## src/rtl/seg_state_recover.sv

```systemverilog
// Recovers the 2-bit FSM state from an asynchronous 7-segment (+dot) bus:
// synchronises, waits for the pattern to settle, then reports legal/illegal acceptances.
module seg_state_recover #(
    parameter int unsigned STABLE_CYCLES = 4,
    parameter int unsigned ERR_W         = 8
) (
    input  logic             clk,
    input  logic             rst_n,
    input  logic [7:0]       seg_in,
    input  logic             clear_err,
    output logic [1:0]       state_out,
    output logic             state_valid,
    output logic             locked,
    output logic             illegal,
    output logic             err_sticky,
    output logic [ERR_W-1:0] err_count
);

    localparam logic [3:0]       STABLE_L = 4'(STABLE_CYCLES);
    localparam logic [ERR_W-1:0] ERR_MAX  = {ERR_W{1'b1}};
    localparam logic [ERR_W-1:0] ERR_ONE  = ERR_W'(1);

    typedef enum logic [1:0] {
        ST_UNLOCKED = 2'd0,
        ST_SETTLE   = 2'd1,
        ST_LOCKED   = 2'd2
    } fsm_e;

    // Returns {legal, state}; the dot segment must be off for a legal code.
    function automatic logic [2:0] decode_seg(input logic [7:0] code);
        logic [2:0] res;
        case (code)
            8'h0E:   res = 3'b100;
            8'h00:   res = 3'b101;
            8'h4A:   res = 3'b110;
            8'h4F:   res = 3'b111;
            default: res = 3'b000;
        endcase
        return res;
    endfunction

    logic [7:0]       sync1_q, s2_q, prev_q, last_q;
    logic             sync1_vld_q, s2_vld_q, prev_vld_q, last_none_q;
    logic [3:0]       cnt_q, cnt_d;
    fsm_e             fsm_q;
    logic [1:0]       state_out_q;
    logic             state_valid_q, locked_q, illegal_q, err_sticky_q;
    logic [ERR_W-1:0] err_count_q;

    logic             changed_s, accept_s, legal_acc_s, illegal_acc_s;
    logic [2:0]       dec_s;

    // Settle counter and acceptance decision; the valid bits keep the
    // pipeline-fill cycles after reset from counting as settled samples.
    always_comb begin
        changed_s = s2_vld_q && (!prev_vld_q || (s2_q != prev_q));
        cnt_d     = cnt_q;
        if (!s2_vld_q) begin
            cnt_d = 4'd0;
        end else if (changed_s) begin
            cnt_d = 4'd1;
        end else if (cnt_q < STABLE_L) begin
            cnt_d = cnt_q + 4'd1;
        end else begin
            cnt_d = cnt_q;
        end
        accept_s      = (cnt_d == STABLE_L) && (last_none_q || (s2_q != last_q));
        dec_s         = decode_seg(s2_q);
        legal_acc_s   = accept_s && dec_s[2];
        illegal_acc_s = accept_s && !dec_s[2];
    end

    // Synchroniser, sample history, settle counter and last accepted pattern.
    always_ff @(posedge clk or negedge rst_n) begin
        if (!rst_n) begin
            sync1_q     <= 8'h00;
            s2_q        <= 8'h00;
            prev_q      <= 8'h00;
            last_q      <= 8'h00;
            sync1_vld_q <= 1'b0;
            s2_vld_q    <= 1'b0;
            prev_vld_q  <= 1'b0;
            last_none_q <= 1'b1;
            cnt_q       <= 4'd0;
        end else begin
            sync1_q     <= seg_in;
            s2_q        <= sync1_q;
            prev_q      <= s2_q;
            sync1_vld_q <= 1'b1;
            s2_vld_q    <= sync1_vld_q;
            prev_vld_q  <= s2_vld_q;
            cnt_q       <= cnt_d;
            if (accept_s) begin
                last_q      <= s2_q;
                last_none_q <= 1'b0;
            end else begin
                last_q      <= last_q;
                last_none_q <= last_none_q;
            end
        end
    end

    // Lock FSM with registered outputs and the error bookkeeping.
    always_ff @(posedge clk or negedge rst_n) begin
        if (!rst_n) begin
            fsm_q         <= ST_UNLOCKED;
            state_out_q   <= 2'b00;
            state_valid_q <= 1'b0;
            locked_q      <= 1'b0;
            illegal_q     <= 1'b0;
            err_sticky_q  <= 1'b0;
            err_count_q   <= {ERR_W{1'b0}};
        end else begin
            // With STABLE_CYCLES=1 a change and an acceptance coincide, so
            // acceptance is honoured from any state.
            case (fsm_q)
                ST_SETTLE: begin
                    if (legal_acc_s) begin
                        fsm_q <= ST_LOCKED;
                    end else if (illegal_acc_s) begin
                        fsm_q <= locked_q ? ST_LOCKED : ST_UNLOCKED;
                    end else begin
                        fsm_q <= ST_SETTLE;
                    end
                end
                ST_UNLOCKED, ST_LOCKED: begin
                    if (legal_acc_s) begin
                        fsm_q <= ST_LOCKED;
                    end else if (illegal_acc_s) begin
                        fsm_q <= locked_q ? ST_LOCKED : ST_UNLOCKED;
                    end else if (changed_s) begin
                        fsm_q <= ST_SETTLE;
                    end else begin
                        fsm_q <= fsm_q;
                    end
                end
                default: fsm_q <= ST_UNLOCKED;
            endcase

            state_valid_q <= legal_acc_s;
            illegal_q     <= illegal_acc_s;
            if (legal_acc_s) begin
                state_out_q <= dec_s[1:0];
                locked_q    <= 1'b1;
            end else begin
                state_out_q <= state_out_q;
                locked_q    <= locked_q;
            end

            if (clear_err) begin
                err_sticky_q <= 1'b0;
                err_count_q  <= {ERR_W{1'b0}};
            end else if (illegal_acc_s) begin
                err_sticky_q <= 1'b1;
                err_count_q  <= (err_count_q == ERR_MAX) ? ERR_MAX : err_count_q + ERR_ONE;
            end else begin
                err_sticky_q <= err_sticky_q;
                err_count_q  <= err_count_q;
            end
        end
    end

    assign state_out   = state_out_q;
    assign state_valid = state_valid_q;
    assign locked      = locked_q;
    assign illegal     = illegal_q;
    assign err_sticky  = err_sticky_q;
    assign err_count   = err_count_q;

endmodule

```

## config.mk

```make
export PLATFORM = sky130hd
export DESIGN_NAME = seg_state_recover
export DESIGN_NICKNAME = d
export VERILOG_FILES = /design/src/rtl/seg_state_recover.sv
export SDC_FILE = /design/constraint.sdc
export NUM_CORES = 1
export LEC_CHECK = 0
export BUFFER_PORTS_ARGS = -buffer_cell sky130_fd_sc_hd__buf_4
export CAP_MARGIN = 15
export CORE_MARGIN = 2
export CORE_UTILIZATION = 25
export CTS_CLUSTER_DIAMETER = 50
export DETAILED_ROUTE_END_ITERATION = 8
export GPL_TIMING_DRIVEN = 0
export SYNTH_ARGS = -nofsm -noshare
export SYNTH_HDL_FRONTEND = slang
export SYNTH_SLANG_ARGS = --single-unit
```

## constraint.sdc

```tcl
create_clock -name clk -period 2.9 [get_ports clk]
set_input_delay 0.58 -clock clk [delete_from_list [all_inputs] [get_ports clk]]
set_output_delay 0.58 -clock clk [all_outputs]
set_load 0.005 [all_outputs]
```

# Yosys cells after proc, flatten, opt, wreduce, memory -nomap -nowiden
# Cells that the tools add are included.
# W data, S select, Z words.
[totals]
register_bits = 54
[op_classes]
order_cmp = 1
eq_ne = 7
n_reduce_logical = 10
add_sub_neg = 2
n_mux = 9
[op_table]
columns = ["cell", "count"]
rows = [
  ["$mux W8", 3],
  ["$eq A8 B7 Y1 const B", 2],
  ["$ne A8 B8 Y1", 2],
  ["$mux W4", 3],
  ["$pmux W3 S4", 1],
  ["$add A8 B1 Y8 const B", 1],
  ["$eq A8 B4 Y1 const B", 1],
  ["$eq A8 B8 Y1 const B", 1],
  ["$logic_not A8 Y1", 1],
  ["$add A4 B1 Y4 const B", 1],
  ["$eq A4 B3 Y1 const B", 1],
  ["$logic_and A1 B1 Y1", 4],
  ["$lt A4 B3 Y1 const B", 1],
  ["$logic_not A1 Y1", 2],
  ["$logic_or A1 B1 Y1", 2],
  ["$mux W1", 2],
  ["$reduce_bool A2 Y1", 1],
]

# Logic depth before layout (Yosys ltp)
[logic_depth]
depth_word = 10
ltp_mapped = 8
depth_no_buf = 7

# Worst setup path before layout
# No wires, ideal clock.
[synth_path]
path_type = "register to register"
startpoint = "register s2_q[0]"
endpoint = "register last_q[0]"
setup_ns = 0.125
period_less_slack_ns = 2.184
required_ns = 2.775
n_path_buf = 1
t_arrival_ns = 2.060
path_stages_with_launch = 7
setup_slack_ns = 0.716
path_cell_list = "dfrtp_1 > buf_6 > xor2_1 > nor4_4 > nand4_2 > nor4_4 > mux2_2"
[synth_via]
elab_chain_len = 7
[synth_rtl]
columns = ["element", "line", "rtl"]
rows = [
  ["from (decl)", "42", "logic [7:0] sync1_q, s2_q, prev_q, last_q;"],
  ["from (signal assigned)", "87", "s2_q <= sync1_q;"],
  ["$ne A8 B8 Y1", "56", "changed_s = s2_vld_q && (!prev_vld_q || (s2_q != prev_q));"],
  ["$logic_or A1 B1 Y1", "56", ""],
  ["$logic_and A1 B1 Y1", "56", ""],
  ["$mux W4", "60", "end else if (changed_s) begin"],
  ["$mux W4", "58", "if (!s2_vld_q) begin"],
  ["$eq A4 B3 Y1", "67", "accept_s = (cnt_d == STABLE_L) && (last_none_q || (s2_q != last_q));"],
  ["$logic_and A1 B1 Y1", "67", ""],
  ["to (signal assigned)", "94", "last_q <= s2_q;"],
  ["to (signal assigned)", "97", "last_q <= last_q;"],
  ["to (decl)", "42", ""],
]
# Several ways; a longest one is shown, not always the timed one.
# A chain may end at the register's enable or synchronous reset.

# Final worst setup path
[layout_path]
startpoint = "register cnt_q[0]"
endpoint = "register err_count_q[4], in the netlist err_count[4]"
[layout_via]
elab_chain_len = 8
[layout_rtl]
columns = ["element", "line", "rtl"]
rows = [
  ["from (decl)", "44", "logic [3:0] cnt_q, cnt_d;"],
  ["from (signal assigned)", "92", "cnt_q <= cnt_d;"],
  ["$add A4 B1 Y4 or $lt A4 B3 Y1 (tied branches)", "63, 62", ""],
  ["$mux W4 *", "62", "end else if (cnt_q < STABLE_L) begin"],
  ["$mux W4 *", "60", ""],
  ["$mux W4 *", "58", ""],
  ["$eq A4 B3 Y1 *", "67", ""],
  ["$logic_and A1 B1 Y1 *", "67", ""],
  ["$logic_and A1 B1 Y1 *", "70", "illegal_acc_s = accept_s && !dec_s[2];"],
  ["net illegal_acc_s", "50", "logic changed_s, accept_s, legal_acc_s, illegal_acc_s;"],
  ["$reduce_bool A2 Y1 (no line) *", "n/a", ""],
  ["to (signal assigned)", "112", "err_count_q <= {ERR_W{1'b0}};"],
  ["to (signal assigned)", "152", "err_count_q <= {ERR_W{1'b0}};"],
  ["to (signal assigned)", "155", "err_count_q <= (err_count_q == ERR_MAX) ? ERR_MAX : err_count_q + ERR_ONE;"],
  ["to (decl)", "48", "logic [ERR_W-1:0] err_count_q;"],
]
# The timed path passes the listed nets; every way through them passes the cells marked *.

==> key figures <==
Status
  • Outcome: complete, no violations

Synth
  • Synth area leader: dfrtp_1
  • Ranking of synthesized cells by area: dfrtp_1, mux2_2, xnor2_1, xor2_1, nor2_1
  • XOR/XNOR share of the synthesized area: 0.0735
  • Syn nets: between 150 and 200
  • Adder-Cell Fraction of Synth Area: 0.0117
  • Synth Cell Area: ~2100 µm²
  • Sequential area share after synthesis: 0.631
  • Syn Inst Count: between 150 and 200
  • Seq cells post-synth: between 50 and 60
  • Top-area cell type share of the netlist area: 0.618
  • Compound-gate portion of the synthesized area: 0.0595
  • Synth Warn #: 0
  • Simple logic cell fraction of the synthesized area: 0.155
  • Synthesized area per cell: about 13 µm²
  • Mux contribution to synthesized area: 0.0467
  • Synth unique cells: 39
  • Largest family of logic cells by synthesized area: simple AND/OR/NAND/NOR gates

Clocking
  • Htree depth: 2
  • Max Buffers Root-to-Sink: 2
  • Post-CTS Resized: 0
  • Setup bufs post-CTS: 0
  • Hold-fix buffers at CTS: 0
  • Cts bufs inserted: 5
  • CTS tree: done
  • Clk slew on worst S/H paths: around 0.09 ns
  • Clock Sinks: 54
  • Root buffer cell: clkbuf_8
  • Clock latency at the later pin of the worst-skew pair: 0.30 ns

Placed design
  • Final GP Congestion: 0.753
  • Dpl ws: about 0.35 ns
  • Port-buffer cells: 23
  • DP HPWL: between 2000 and 2500 µm

Route
  • DR vias: between 1k and 1.5k
  • Via density per instance: between 4 and 5
  • Detailed Route Iter0 Violations: 101
  • Post-Route WL: around 3600 µm
  • Detail Route Antenna Nets: 0
  • Drc violations: 0
  • DRT Pass-1 Iters: 4
  • Routed len/inst: about 12 µm

Timing
  • Period Utilization, post-route: 0.864
  • Slew margin rel.: 0.478
  • Clock period minus worst slack: between 2 and 3 ns
  • Final setup viols: 0
  • Least-Margin Pin Slew: just under 0.8 ns
  • RSZ-0062 raised after global routing: false
  • Fin Clk Skew: roughly 0.005 ns
  • Final slew viol count: 0
  • Sum Neg Setup Slack: 0 ns
  • Final hold vios: 0
  • Max Freq: roughly 0.4 GHz
  • Final WS setup: between 0.3 and 0.4 ns

Final layout
  • Fin util: 0.308
  • Fill cell count: between 800 and 900
  • Final #Nets: 210
  • Layout cells sized above 1: 0.237
  • Ant diodes: 0
  • Area added between synthesis and finish: 18.4%

Critical path
  • Worst path arrival time: between 2 and 3 ns
  • Worst r2r src: cnt_q[0]$_DFF_PN0_
  • Startpoint type of the worst setup path: flop
  • Setup CP Type: flop to flop
  • Worst Setup SP: cnt_q[0]$_DFF_PN0_
  • Worst setup path end: err_count[4]$_DFFE_PN0P_
  • CP peak stage delay: 0.52 ns
  • Critical path, cell by cell: ha_1 > nor4bb_1 > a21oi_1 > nand4bb_1 > nor3_2 > buf_4 > a21oi_1 > nor3_1
  • CP endpoint kind: flop
  • CP max-delay cell: nor3_2
  • R2R Setup Slk: 0.39 ns
  • CP dominant cell by count: a21oi_1
  • Reg2reg end: err_count[4]$_DFFE_PN0P_
  • Req. time, crit path: 3.11 ns
  • R2R depth: 8
  • Worst-path fanout max: 10

Floorplan
  • Core area: roughly 8300 µm²
  • Io pins: 25
  • Die height: 96.6 µm
  • Die width: about 97 µm
  • Die area: approximately 9300 µm²
  • Row count: 33
  • Starting Density: 0.260

Power
  • Combinational Power Share: 0.047
  • Total chip power: 0.00127 W
  • Switch Pwr: approximately 0.00028 W
  • Reg power frac: 0.620
  • Max IR drop VDD: approximately 0.00021 V
  • Pwr Density: between 400 and 500 nW/µm²
  • Switch share: 0.220
  • Clk network pwr share: 0.333
  • Lkg Pwr: 1.12 nW
  • Int Power: between 0.0009 and 0.001 W

Job
  • Max Cap Viol: 0

GRT
  • Largest net degree at the start of global routing: between 50 and 60
  • Vias in the first global route: between 1k and 1.5k
  • Global-route wire length before repair: between 6000 and 7000 µm
  • All-Layer GR Usage: 0.0873
  • Initial antenna violation count: 0
  • GR Overflow Total: 0

Hold path
  • HP Class: input port to async pin
==> through the flow <==
step           cell area (µm²)  cells  hold WS (ns)
4_1_cts                   2540    303         0.328
6_report                  2540    303         0.303
5_1_grt                   2540    303         0.361
3_3_place_gp              2450    295         0.331
3_5_place_dp              2450    295         0.335
2_1_floorplan             2140    167         0.284
==> power by group through the flow <==
stage / clock (W) / combinational (W) / sequential, W
6_report: 0.000422 / 0.0000595 / 0.000787
3_5_place_dp: 0 / 0.0000613 / 0.000802
3_3_place_gp: 0 / 0.0000605 / 0.000801
5_1_grt: 0.000473 / 0.0000693 / 0.000790
2_1_floorplan: 0 / 0.0000319 / 0.000798
4_1_cts: 0.000441 / 0.0000617 / 0.000787
==> worst min-delay path by stage <==
stage / startpoint / endpoint / slack (ns)
global placement: sync1_q[4]$_DFF_PN0_ / s2_q[4]$_DFF_PN0_ / 0.33
global route: rst_n / sync1_q[7]$_DFF_PN0_ / 0.36
CTS: rst_n / sync1_q[7]$_DFF_PN0_ / 0.33
floorplan: rst_n / cnt_q[0]$_DFF_PN0_ / 0.28
detailed placement: sync1_q[0]$_DFF_PN0_ / s2_q[0]$_DFF_PN0_ / 0.33
finish: rst_n / sync1_q[7]$_DFF_PN0_ / 0.30
==> flip-flops by register name (all words and copies together), names as in the netlist <==
signal and flops:
sync1_vld_q 1, last_q 8, sync1_q 8, s2_q 8, cnt_q 4, err_count 8, err_sticky 1, state_valid 1
state_out 2, s2_vld_q 1, prev_vld_q 1, last_none_q 1, locked 1, prev_q 8, illegal 1
==> synth_stat cells (all sizes together) <==
library cell   n
and4b          1
and3           3
and2           2
nor4bb         1
xnor2          9
a211oi         4
nand4          4
buf            4
nand2          4
a41oi          2
o21ai          4
or4            1
nor2          14
dfstp          1
mux2           8
o31a           1
nor4           4
xor2           9
mux2i          1
or2            1
ha             2
inv            5
nand3          4
nand2b         1
dfrtp         53
a21oi          9
and3b          1
conb           1
nand4bb        1
nor3b          1
a31oi          1
nor3           9
nand4b         1
==> layout make-up <==
type / count / area (µm²) / share of cell area
Clock inverter: 1 / 5.00 / 0.00197
Timing Repair Buffer: 23 / 173 / 0.0680
Buffer: 4 / 27.5 / 0.0108
Sequential cell: 54 / 1350 / 0.533
Inverter: 5 / 18.8 / 0.00739
Multi-Input combinational cell: 104 / 746 / 0.294
Clock buffer: 7 / 86.3 / 0.0340
Tap cell: 105 / 131 / 0.0517
==> cell families (layout without fill, tap and decap cells) <==
family / count (synthesis) / after routing
other: 1 / 1
XOR/XNOR: 18 / 18
AND/OR/NAND/NOR: 53 / 53
multiplexers: 9 / 9
AO/OA/AOI/OAI: 21 / 21
buffers and inverters: 9 / 40
flip-flops: 54 / 54
adder cells (fa/ha/maj): 2 / 2
==> critical path, delay by kind of cell (launching register included) <==
family | cells | cell delay, ns
AOI/OAI and AO/OA | 2 | 0.20
DFF | 1 | 0.43
adders and majority gates | 1 | 0.32
buffers and inverters | 1 | 0.27
and+or+nand+nor | 4 | 1.21
==> layer usage <==
layer / part of all wire / vias up / global-route usage
li1: - / 647 / -
met2: 0.49 / 17 / 0.133
met1: 0.48 / 668 / 0.121
met4: 0.0094 / 0 / 0.0390
met5: 0 / - / 0
met3: 0.025 / 4 / 0.0173
==> cells in the final DEF (no fill, tap or decap), types with 2 or more instances in the layout <==
master	synthesis	routed
nor4_1	2	2
ha_1	2	2
nand3_1	4	4
xnor2_1	9	9
and2_1	2	2
a211oi_1	4	4
nand2_1	4	4
xor2_1	9	9
a21oi_1	9	9
mux2_2	8	8
nor3_1	8	8
dfrtp_1	53	53
nor4_4	2	2
clkbuf_8	0	6
nand4_1	3	3
a41oi_1	2	2
o21ai_0	4	4
nor2_1	14	14
buf_4	1	24
and3_1	3	3
inv_1	5	5
Note: power is estimated with default switching activity, not from simulation.
